`config.mk`:
```
export PLATFORM = sky130hd
export DESIGN_NAME = spi_frame_assembler_flat
export DESIGN_NICKNAME = d
export VERILOG_FILES = /design/src/rtl/spi_frame_assembler_pkg.sv /design/src/rtl/spi_frame_assembler_if.sv /design/src/rtl/spi_frame_assembler_frame_buffer_ram.sv /design/src/rtl/spi_frame_assembler.sv /design/src/flat_wrapper.sv
export SDC_FILE = /design/constraint.sdc
export NUM_CORES = 1
export LEC_CHECK = 0
export ABC_AREA = 1
export BUFFER_PORTS_ARGS = -buffer_cell sky130_fd_sc_hd__buf_4
export CAP_MARGIN = 20
export CORE_MARGIN = 3
export CORE_UTILIZATION = 30
export DETAILED_ROUTE_END_ITERATION = 8
export RECOVER_POWER = 100
export SLEW_MARGIN = 20
export SYNTH_ARGS = -nofsm -noshare
export SYNTH_HDL_FRONTEND = slang
export SYNTH_HIERARCHICAL = 1
export SYNTH_SLANG_ARGS = --single-unit
```
`constraint.sdc`:
```
create_clock -name clk -period 4.95 [get_ports clk]
set_input_delay 0.2475 -clock clk [delete_from_list [all_inputs] [get_ports clk]]
set_output_delay 0.2475 -clock clk [all_outputs]
set_load 0.02 [all_outputs]
```
`src/rtl/spi_frame_assembler_pkg.sv`:
```
// Shared constants, FSM state type and checksum arithmetic for the frame assembler.
// The bench imports this package as well.
package spi_frame_assembler_pkg;

  localparam int NUM_CH = 64;
  localparam int DATA_W = 11;
  localparam int ADDR_W = $clog2(NUM_CH);
  localparam logic [DATA_W-1:0] SYNC_WORD = 11'h7FF;

  typedef enum logic [1:0] {
    IDLE,
    RECV,
    CHECK,
    COMMIT
  } state_t;

  // Running frame checksum: plain sum of channel words, wrapping at 2^DATA_W.
  function automatic logic [DATA_W-1:0] checksum_add(input logic [DATA_W-1:0] sum,
                                                     input logic [DATA_W-1:0] word);
    return sum + word;
  endfunction

endpackage

```
`src/rtl/spi_frame_assembler_if.sv`:
```
// Word input and channel-write output bundle between receiver, assembler and organizer.
interface spi_frame_assembler_if;
  import spi_frame_assembler_pkg::*;

  logic [DATA_W-1:0] word_in;
  logic              word_valid;
  logic [ADDR_W-1:0] ch_addr;
  logic [DATA_W-1:0] ch_data;
  logic              ch_we;
  logic              frame_done;
  logic              frame_err;
  logic              busy;

  modport master (
    output word_in, word_valid,
    input  ch_addr, ch_data, ch_we, frame_done, frame_err, busy
  );

  modport slave (
    input  word_in, word_valid,
    output ch_addr, ch_data, ch_we, frame_done, frame_err, busy
  );

endinterface

```
`src/rtl/spi_frame_assembler_frame_buffer_ram.sv`:
```
// NUM_CH x DATA_W simple dual-port frame buffer: one write port, one registered read port.
module frame_buffer_ram #(
  parameter int DEPTH = 64,
  parameter int WIDTH = 11,
  parameter int AW    = $clog2(DEPTH)
) (
  input  logic             clk,
  input  logic             we,
  input  logic [AW-1:0]    waddr,
  input  logic [WIDTH-1:0] wdata,
  input  logic [AW-1:0]    raddr,
  output logic [WIDTH-1:0] rdata
);

  logic [WIDTH-1:0] mem [DEPTH];

  always_ff @(posedge clk) begin
    if (we) mem[waddr] <= wdata;
    rdata <= mem[raddr];
  end

endmodule

```
`src/rtl/spi_frame_assembler.sv`:
```
// Collects sync + NUM_CH channel words + checksum, and replays the buffered frame
// to the channel organizer only once the checksum matches.
module spi_frame_assembler
  import spi_frame_assembler_pkg::*;
#(
  parameter int TIMEOUT_CYC = 100000
) (
  input  logic                 clk,
  input  logic                 rst_n,
  spi_frame_assembler_if.slave bus
);

  localparam int CNT_W = $clog2(NUM_CH + 1);
  localparam int TMO_W = $clog2(TIMEOUT_CYC);
  localparam logic [CNT_W-1:0]  FULL_CNT = CNT_W'(NUM_CH);
  localparam logic [ADDR_W-1:0] LAST_PTR = ADDR_W'(NUM_CH - 1);
  localparam logic [TMO_W-1:0]  TMO_LAST = TMO_W'(TIMEOUT_CYC - 1);

  state_t            state;
  logic [CNT_W-1:0]  count;
  logic [DATA_W-1:0] sum;
  logic [DATA_W-1:0] cksum;
  logic [DATA_W-1:0] rd_data;
  logic [ADDR_W-1:0] ptr;
  logic [ADDR_W-1:0] rd_addr;
  logic [TMO_W-1:0]  tmo_cnt;
  logic              done_pend;
  logic              word_is_sync;
  logic              wr_en;
  logic              ck_en;

  assign word_is_sync = (bus.word_in == SYNC_WORD);
  assign wr_en = (state == RECV) && bus.word_valid && (count != FULL_CNT) && !word_is_sync;
  assign ck_en = (state == RECV) && bus.word_valid && (count == FULL_CNT);

  // Read one entry ahead so ch_data is registered in the same cycle as ch_addr.
  assign rd_addr = (state == COMMIT) ? ptr + 1'b1 : '0;

  frame_buffer_ram #(
    .DEPTH (NUM_CH),
    .WIDTH (DATA_W)
  ) u_buf (
    .clk   (clk),
    .we    (wr_en),
    .waddr (count[ADDR_W-1:0]),
    .wdata (bus.word_in),
    .raddr (rd_addr),
    .rdata (rd_data)
  );

  always_ff @(posedge clk) begin
    if (ck_en) cksum <= bus.word_in;
  end

  always_ff @(posedge clk) begin
    if (!rst_n) begin
      state          <= IDLE;
      count          <= '0;
      sum            <= '0;
      ptr            <= '0;
      tmo_cnt        <= '0;
      done_pend      <= 1'b0;
      bus.ch_addr    <= '0;
      bus.ch_data    <= '0;
      bus.ch_we      <= 1'b0;
      bus.frame_done <= 1'b0;
      bus.frame_err  <= 1'b0;
      bus.busy       <= 1'b0;
    end else begin
      bus.ch_we      <= 1'b0;
      bus.frame_err  <= 1'b0;
      bus.frame_done <= done_pend;
      done_pend      <= 1'b0;

      case (state)
        IDLE: begin
          if (bus.word_valid && word_is_sync) begin
            state    <= RECV;
            bus.busy <= 1'b1;
            count    <= '0;
            sum      <= '0;
            tmo_cnt  <= '0;
          end
        end

        RECV: begin
          // A word arriving in the expiry cycle takes precedence over the timeout.
          if (bus.word_valid) begin
            tmo_cnt <= '0;
            if (count == FULL_CNT) begin
              state <= CHECK;
            end else if (word_is_sync) begin
              bus.frame_err <= 1'b1;
              count         <= '0;
              sum           <= '0;
            end else begin
              count <= count + 1'b1;
              sum   <= checksum_add(sum, bus.word_in);
            end
          end else if (tmo_cnt == TMO_LAST) begin
            bus.frame_err <= 1'b1;
            state         <= IDLE;
            bus.busy      <= 1'b0;
            tmo_cnt       <= '0;
          end else begin
            tmo_cnt <= tmo_cnt + 1'b1;
          end
        end

        CHECK: begin
          if (cksum == sum) begin
            state <= COMMIT;
            ptr   <= '0;
          end else begin
            bus.frame_err <= 1'b1;
            state         <= IDLE;
            bus.busy      <= 1'b0;
          end
        end

        COMMIT: begin
          bus.ch_we   <= 1'b1;
          bus.ch_addr <= ptr;
          bus.ch_data <= rd_data;
          ptr         <= ptr + 1'b1;
          if (bus.word_valid) bus.frame_err <= 1'b1;
          if (ptr == LAST_PTR) begin
            state     <= IDLE;
            bus.busy  <= 1'b0;
            done_pend <= 1'b1;
          end
        end

        default: begin
          state    <= IDLE;
          bus.busy <= 1'b0;
        end
      endcase
    end
  end

endmodule
```
`src/flat_wrapper.sv`:
```
// flat-port wrapper written by rule: the top's interface ports become plain ports
module spi_frame_assembler_flat import spi_frame_assembler_pkg::*;
#(
  parameter int TIMEOUT_CYC = 100000
)
  (clk, rst_n, bus_word_in, bus_word_valid, bus_ch_addr, bus_ch_data, bus_ch_we, bus_frame_done, bus_frame_err, bus_busy);
  spi_frame_assembler_if bus_i ();
  input  logic clk;
  input  logic rst_n;
  input wire logic [$bits(bus_i.word_in)-1:0] bus_word_in;
  input wire logic [$bits(bus_i.word_valid)-1:0] bus_word_valid;
  output wire logic [$bits(bus_i.ch_addr)-1:0] bus_ch_addr;
  output wire logic [$bits(bus_i.ch_data)-1:0] bus_ch_data;
  output wire logic [$bits(bus_i.ch_we)-1:0] bus_ch_we;
  output wire logic [$bits(bus_i.frame_done)-1:0] bus_frame_done;
  output wire logic [$bits(bus_i.frame_err)-1:0] bus_frame_err;
  output wire logic [$bits(bus_i.busy)-1:0] bus_busy;
  assign bus_i.word_in = bus_word_in;
  assign bus_i.word_valid = bus_word_valid;
  assign bus_ch_addr = bus_i.ch_addr;
  assign bus_ch_data = bus_i.ch_data;
  assign bus_ch_we = bus_i.ch_we;
  assign bus_frame_done = bus_i.frame_done;
  assign bus_frame_err = bus_i.frame_err;
  assign bus_busy = bus_i.busy;
  spi_frame_assembler #(.TIMEOUT_CYC(TIMEOUT_CYC)) u_core (.clk(clk), .rst_n(rst_n), .bus(bus_i));
endmodule
```
# == Word-level counts from Yosys, hierarchy flattened ==
# Memories as Yosys holds them, arrays and structs flattened. A register that Yosys moved wholly into a read port is not among the register bits.
# Index checks and enable logic that the tools add are counted.
# word_totals
wordCells,93
mem_bits_rw,704
output_inout_bits,21
latchBits,0
reg_bits,76
mem_bits_ro,0
memories,1
input_bits,14
# classes
muxes,41
add_sub_neg,4
bitwise_logic,0
n_eq_ne,19
magnitude_cmp,0
div_mod_pow,0
multipliers,0
reduce_logical,15
n_shift,0
# memory_table
memory,depth,word_bits,rd,rd_clocked_by_memory_dff,wr,line_no,rtl
u_core.u_buf.mem,64,11,1,1,1,spi_frame_assembler_frame_buffer_ram.sv:15,logic [WIDTH-1:0] mem [DEPTH];
# op_table
op,count
17-bit 2-to-1 mux,3
11-bit 2-to-1 mux,4
17-bit case mux with 2 select lines,1
7-bit 2-to-1 mux,4
11-bit case mux with 2 select lines,1
17-bit by 1-bit adder with 17-bit output (second input constant),1
17-bit equality test (second input constant),1
1-bit 2-to-1 mux,15
7-bit case mux with 2 select lines,1
2-bit 2-to-1 mux,6
6-bit 2-to-1 mux,2
2-bit inequality test (second input constant),6
6-bit case mux with 2 select lines,1
11-bit adder,1
11-bit equality test,1
11-bit equality test (second input constant),1
2-bit case mux with 4 select lines,1
4-bit AND reduction,2
7-bit by 1-bit adder with 7-bit output (second input constant),1
7-bit equality test (second input constant),1
7-bit inequality test (second input constant),1
6-bit by 1-bit adder with 6-bit output (second input constant),1
6-bit equality test (second input constant),1
3-bit inequality test (second input constant),2
11 further kinds,20

# == Logic depth before layout (Yosys ltp) ==
# depth
ltp_word,6
mapped_depth,16
depth_no_buf,12

# == Hierarchy ==
# The synthesis kept the hierarchy.
# modules_own_cells
module,area_each_um2,instances,cells_per_inst,seq_area_each_um2
frame_buffer_ram,28825.1,1,2446,21360.5
spi_frame_assembler,4051.4,1,570,1631.6

# == Worst setup path before layout ==
# Ideal clock, no wire load.
# synth_path
path_kind,reg2reg
start,reg u_core.count[0]
end,mem u_core.u_buf.mem[48][0] (enable)
t_arrival_ns,2.855
n_path_buf,2
required_ns,4.542
slack_ns,1.686
path_stages_with_launch,10
setup_time_ns,0.408
path_cell_list,dfxtp_1 > inv_1 > ha_1 > nand4_1 > nand2_2 > a31oi_4 > buf_6 > clkbuf_1 > nand4_1 > nor4_1
# synth_between
elab_chain_len,5
# synth_lines
item,line_no,rtl
start: declaration,spi_frame_assembler.sv:20,logic [CNT_W-1:0] count;
start signal: assignment,spi_frame_assembler.sv:97,count <= count + 1'b1;
7-bit inequality test,spi_frame_assembler.sv:33,assign wr_en = (state == RECV) && bus.word_valid && (count != FULL_CNT) && !word_is_sync;
1-bit logical AND (2 in series),spi_frame_assembler.sv:33,
named net u_core.wr_en,spi_frame_assembler.sv:29,logic wr_en;
1-bit 2-to-1 mux,spi_frame_assembler_frame_buffer_ram.sv:18,if (we) mem[waddr] <= wdata;
1-bit 2-to-1 mux (implied by the code),spi_frame_assembler_frame_buffer_ram.sv:18,
end: declaration,spi_frame_assembler_frame_buffer_ram.sv:15,
# The timed path passes the listed nets, and every way through them passes these cells.

# == Worst setup path in the final report ==
# layout_path
start,reg u_core.count[1]
end,mem u_core.u_buf.mem[11][3] (enable)
# layout_between
elab_chain_len,5
# layout_lines
item,line_no
7-bit inequality test,spi_frame_assembler.sv:33
1-bit logical AND (2 in series),spi_frame_assembler.sv:33
1-bit 2-to-1 mux,spi_frame_assembler_frame_buffer_ram.sv:18
1-bit 2-to-1 mux (implied by the code),spi_frame_assembler_frame_buffer_ram.sv:18
# Parallel ways exist; a longest one is shown, timed or not.

==> metrics.log <==
[metrics] run status: complete, but fails checks
[metrics] violations in the final reports: capacitance limit, slew limit
[metrics] critical-path cell list: clkbuf_1 -> inv_1 -> ha_1 -> nand4_1 -> nand2_1 -> a31oi_4 -> nand4_1 -> nor2_1 -> clkbuf_1
[metrics] vias per std cell: 4.945
[metrics] part of the Yosys area used for sequential elements: 69.93%
[metrics] CTS resizes: 0
[metrics] number of global-route vias before repair: 21060
[metrics] TNS Setup: 0 ns
[metrics] clock-pin transition on the worst setup and hold timing paths: 0.06 ns
[metrics] die width: 337.0 µm
[metrics] Reg2Reg Launch Point: u_core/count[1]
[metrics] worst vdd rail ir drop: 0.2829 mV
[metrics] number of iterations in the first detailed-routing pass: 5
[metrics] highest fanout seen on the critical path: 23
[metrics] data arrival time at the worst-slack endpoint: 4.38 ns
[metrics] core outline area: between 0.1 and 0.15 mm²
[metrics] DRC violations left: 0
[metrics] HP Class: primary input to flop
[metrics] length of routed met3 wiring: about 6300 µm
[metrics] post-CTS setup buffers: 0
[metrics] worst slew margin relative to its limit: -178.3%
[metrics] synthesized area per cell: 10.90 µm²
[metrics] IO buf count: 34
[metrics] category of the most critical setup path: flop to flop
[metrics] flip-flop and latch count after synthesis: 791
[metrics] clock sink count: 791
[metrics] setup skew after layout: 0.02597 ns
[metrics] achievable clock frequency: 240.8 MHz
[metrics] effective utilization at floorplan: 30.45%
[metrics] number of antenna-violating nets in the routed design: 0
[metrics] global route overflow: 0
[metrics] floorplan die height: 337.0 µm
[metrics] most common cell after layout, fill and taps aside: sky130_fd_sc_hd__nand2_1
[metrics] count of cells along the worst hold path: 1
[metrics] CP Capture Type: flop
[metrics] CTS H-Tree Depth: 3
[metrics] final hold violations: 0
[metrics] Slew @ Worst Pin: approximately 4.2 ns
[metrics] hpwl dp: approximately 51000 µm
[metrics] commonest cells after routing, fill and taps aside: sky130_fd_sc_hd__nand2_1 (1022), sky130_fd_sc_hd__edfxtp_1 (715), sky130_fd_sc_hd__nand3_1 (640)
[metrics] first-pass GRT wire length: 134600 µm
[metrics] cells after synthesis: 3016
[metrics] clock period minus worst slack: 4.153 ns
[metrics] final number of setup-violating endpoints: 0
[metrics] final critical-path share of the clock period: 83.89%
[metrics] area enclosed by the die boundary: between 0.1 and 0.15 mm²
[metrics] reg2reg end: u_core/u_buf/mem[11][3]
[metrics] Final #Nets: 3111
[metrics] Post-Syn Area: roughly 0.033 mm²
[metrics] CTS root buf: sky130_fd_sc_hd__clkbuf_16
[metrics] wire length on met2: 41620 µm
[metrics] data required time of the critical path: 5.18 ns
[metrics] delay of the slowest cell on the worst path: between 0.6 and 0.7 ns
[metrics] setup slack of the most critical reg-to-reg path: 0.80 ns
[metrics] total routed wire length on the met1 layer: 38930 µm
[metrics] Final Wtd Congestion: 0.8506
[metrics] Max Cap Violations: 15
[metrics] setup repair after global routing missed its margin: false
[metrics] hold path startpoint: bus_word_in[10]
[metrics] capture endpoint of the worst hold path: u_core/u_buf/mem[62][10]
[metrics] share of cells above drive strength 1: 4.838%
[metrics] smallest hold slack: about 0.29 ns
[metrics] power per cell area: 355.1 mW/mm²
[metrics] pin count of the biggest net entering global routing: 191
[metrics] Synthesis Warnings: 6
[metrics] Site Rows: 120
[metrics] critical path startpoint category: flop
[metrics] detailed-route wire length per cell: 19.73 µm
[metrics] CTS tree: done
[metrics] maximum count of clock buffers along a single path: 3
[metrics] Net Count, Synth: 3045
[metrics] area growth from synthesis to final layout: 12.59%
[metrics] Total Wirelength: roughly 90000 µm
[metrics] count of placed standard cells including taps: roughly 4400
[metrics] via count of the routed design: about 22000
[metrics] Worst path slowest cell: sky130_fd_sc_hd__nand4_1
[metrics] worst reg2reg path depth: 9
[metrics] non-filler cells, final: 4546
[metrics] count of boundary I/O pins: 35
[metrics] Highest Signal Layer: met4
[metrics] clock latency of the later-clocked register in the worst-skew pair: 0.63 ns
[metrics] DR iter-0 viols: 2344
[metrics] Unique masters post-synth: 40
[metrics] leakage power total: about 13 nW
[metrics] final slew viol count: around 800
[metrics] global router's overall resource usage: 15.53%
[metrics] antenna violations before repair: 0
[metrics] number of clock buffers inserted by TritonCTS: slightly above 80
[what timing repair did]
action / CTS / global route
hold buffers: 4 / 0
endpoints found under the hold margin: 33 / 0
endpoints found under the setup margin: 0 / 0
[Yosys cell counts, drive strengths merged]
master	n	share of area, %
nor3	10	0.17
nand2	1024	12
clkbuf	38	0.43
a211oi	1	0.023
nand4	18	0.36
ha	14	0.53
buf	129	2.1
fa	1	0.061
edfxtp	715	65
nor4	9	0.17
o21bai	2	0.046
o21ai	32	0.50
a31oi	3	0.10
and3	1	0.019
xor2	9	0.24
a21oi	48	0.78
dfxtp	76	4.6
inv	83	0.95
nand3b	1	0.023
clkinv	1	0.011
nor2	150	1.8
or2	2	0.038
xnor2	6	0.16
nor3b	1	0.023
nand3	642	9.8
[worst max path at each step]
stage,startpoint,cells past startpoint,slack (ns),to
finish,u_core/count[1],9,0.80,u_core/u_buf/mem[11][3]
global route,bus_word_in[3],9,0.61,u_core/tmo_cnt[0]
CTS,u_core/state[1],14,1.42,u_core/u_buf/rdata[7]
detailed placement,u_core/state[1],14,1.45,u_core/u_buf/rdata[7]
global placement,u_core/state[1],14,1.46,u_core/u_buf/rdata[6]
floorplan,u_core/count[0],9,1.69,u_core/u_buf/mem[48][0]
[layout make-up]
class                      count  area [µm²]
antenna                        1       2.502
clock buffer                 105        2160
clock inverter                38       256.5
fill                       10680       70940
inverter                      84       334.1
multi-input combinational   1974        8733
sequential                   791       22990
tap                         1403        1755
timing repair buffer         150       782.0
[kinds of logic after synthesis]
kind of cell / after synthesis / synth area share [%]
simple gates: 1858 / 24.17
fa+ha+maj: 15 / 0.5937
buf+inv: 251 / 3.456
flops: 791 / 69.93
compound gates: 86 / 1.446
xor+xnor: 15 / 0.3996
[report_power, final]
part / total, mW / switching, mW / internal (mW)
combinational: 0.172 / 0.156 / 0.0160
clock: 5.69 / 2.47 / 3.22
sequential: 7.28 / 0.0000395 / 7.28
[per-layer routing]
layer | track usage (%) | up-vias
met2 | 24.56 | 799
met5 | 0 | -
li1 | - | 10600
met1 | 21.65 | 10930
met3 | 2.351 | 153
met4 | 5.617 | 0
[flip-flops by register name (all words and copies together), names as in the netlist, 2 cells and up]
signal,count
u_core/u_buf/mem,704
u_core/tmo_cnt,17
u_core/bus.ch_data,11
u_core/cksum,11
u_core/sum,11
u_core/u_buf/rdata,11
u_core/count,7
u_core/bus.ch_addr,6
u_core/ptr,6
u_core/state,2
[critical path: cells and delay by family, from the launching register on]
family / cells / cell delay (ns)
flip-flops: 1 / 0.31
buffers and inverters: 3 / 1.20
adder cells (fa/ha/maj): 1 / 0.20
AO/OA/AOI/OAI: 1 / 0.63
AND/OR/NAND/NOR: 4 / 1.40
[per-stage QoR]
step,utilization [%],setup slack [ns],power (mW),area [µm²]
finish,34.29,0.7972,13.14,37020
global route,34.29,0.6144,13.54,37010
CTS,34.78,1.421,13.27,37550
detailed placement,32.51,1.447,7.597,35090
global placement,32.51,1.459,7.593,35090
floorplan,-,1.686,7.440,32880
Power figures use the tool's default switching activity.
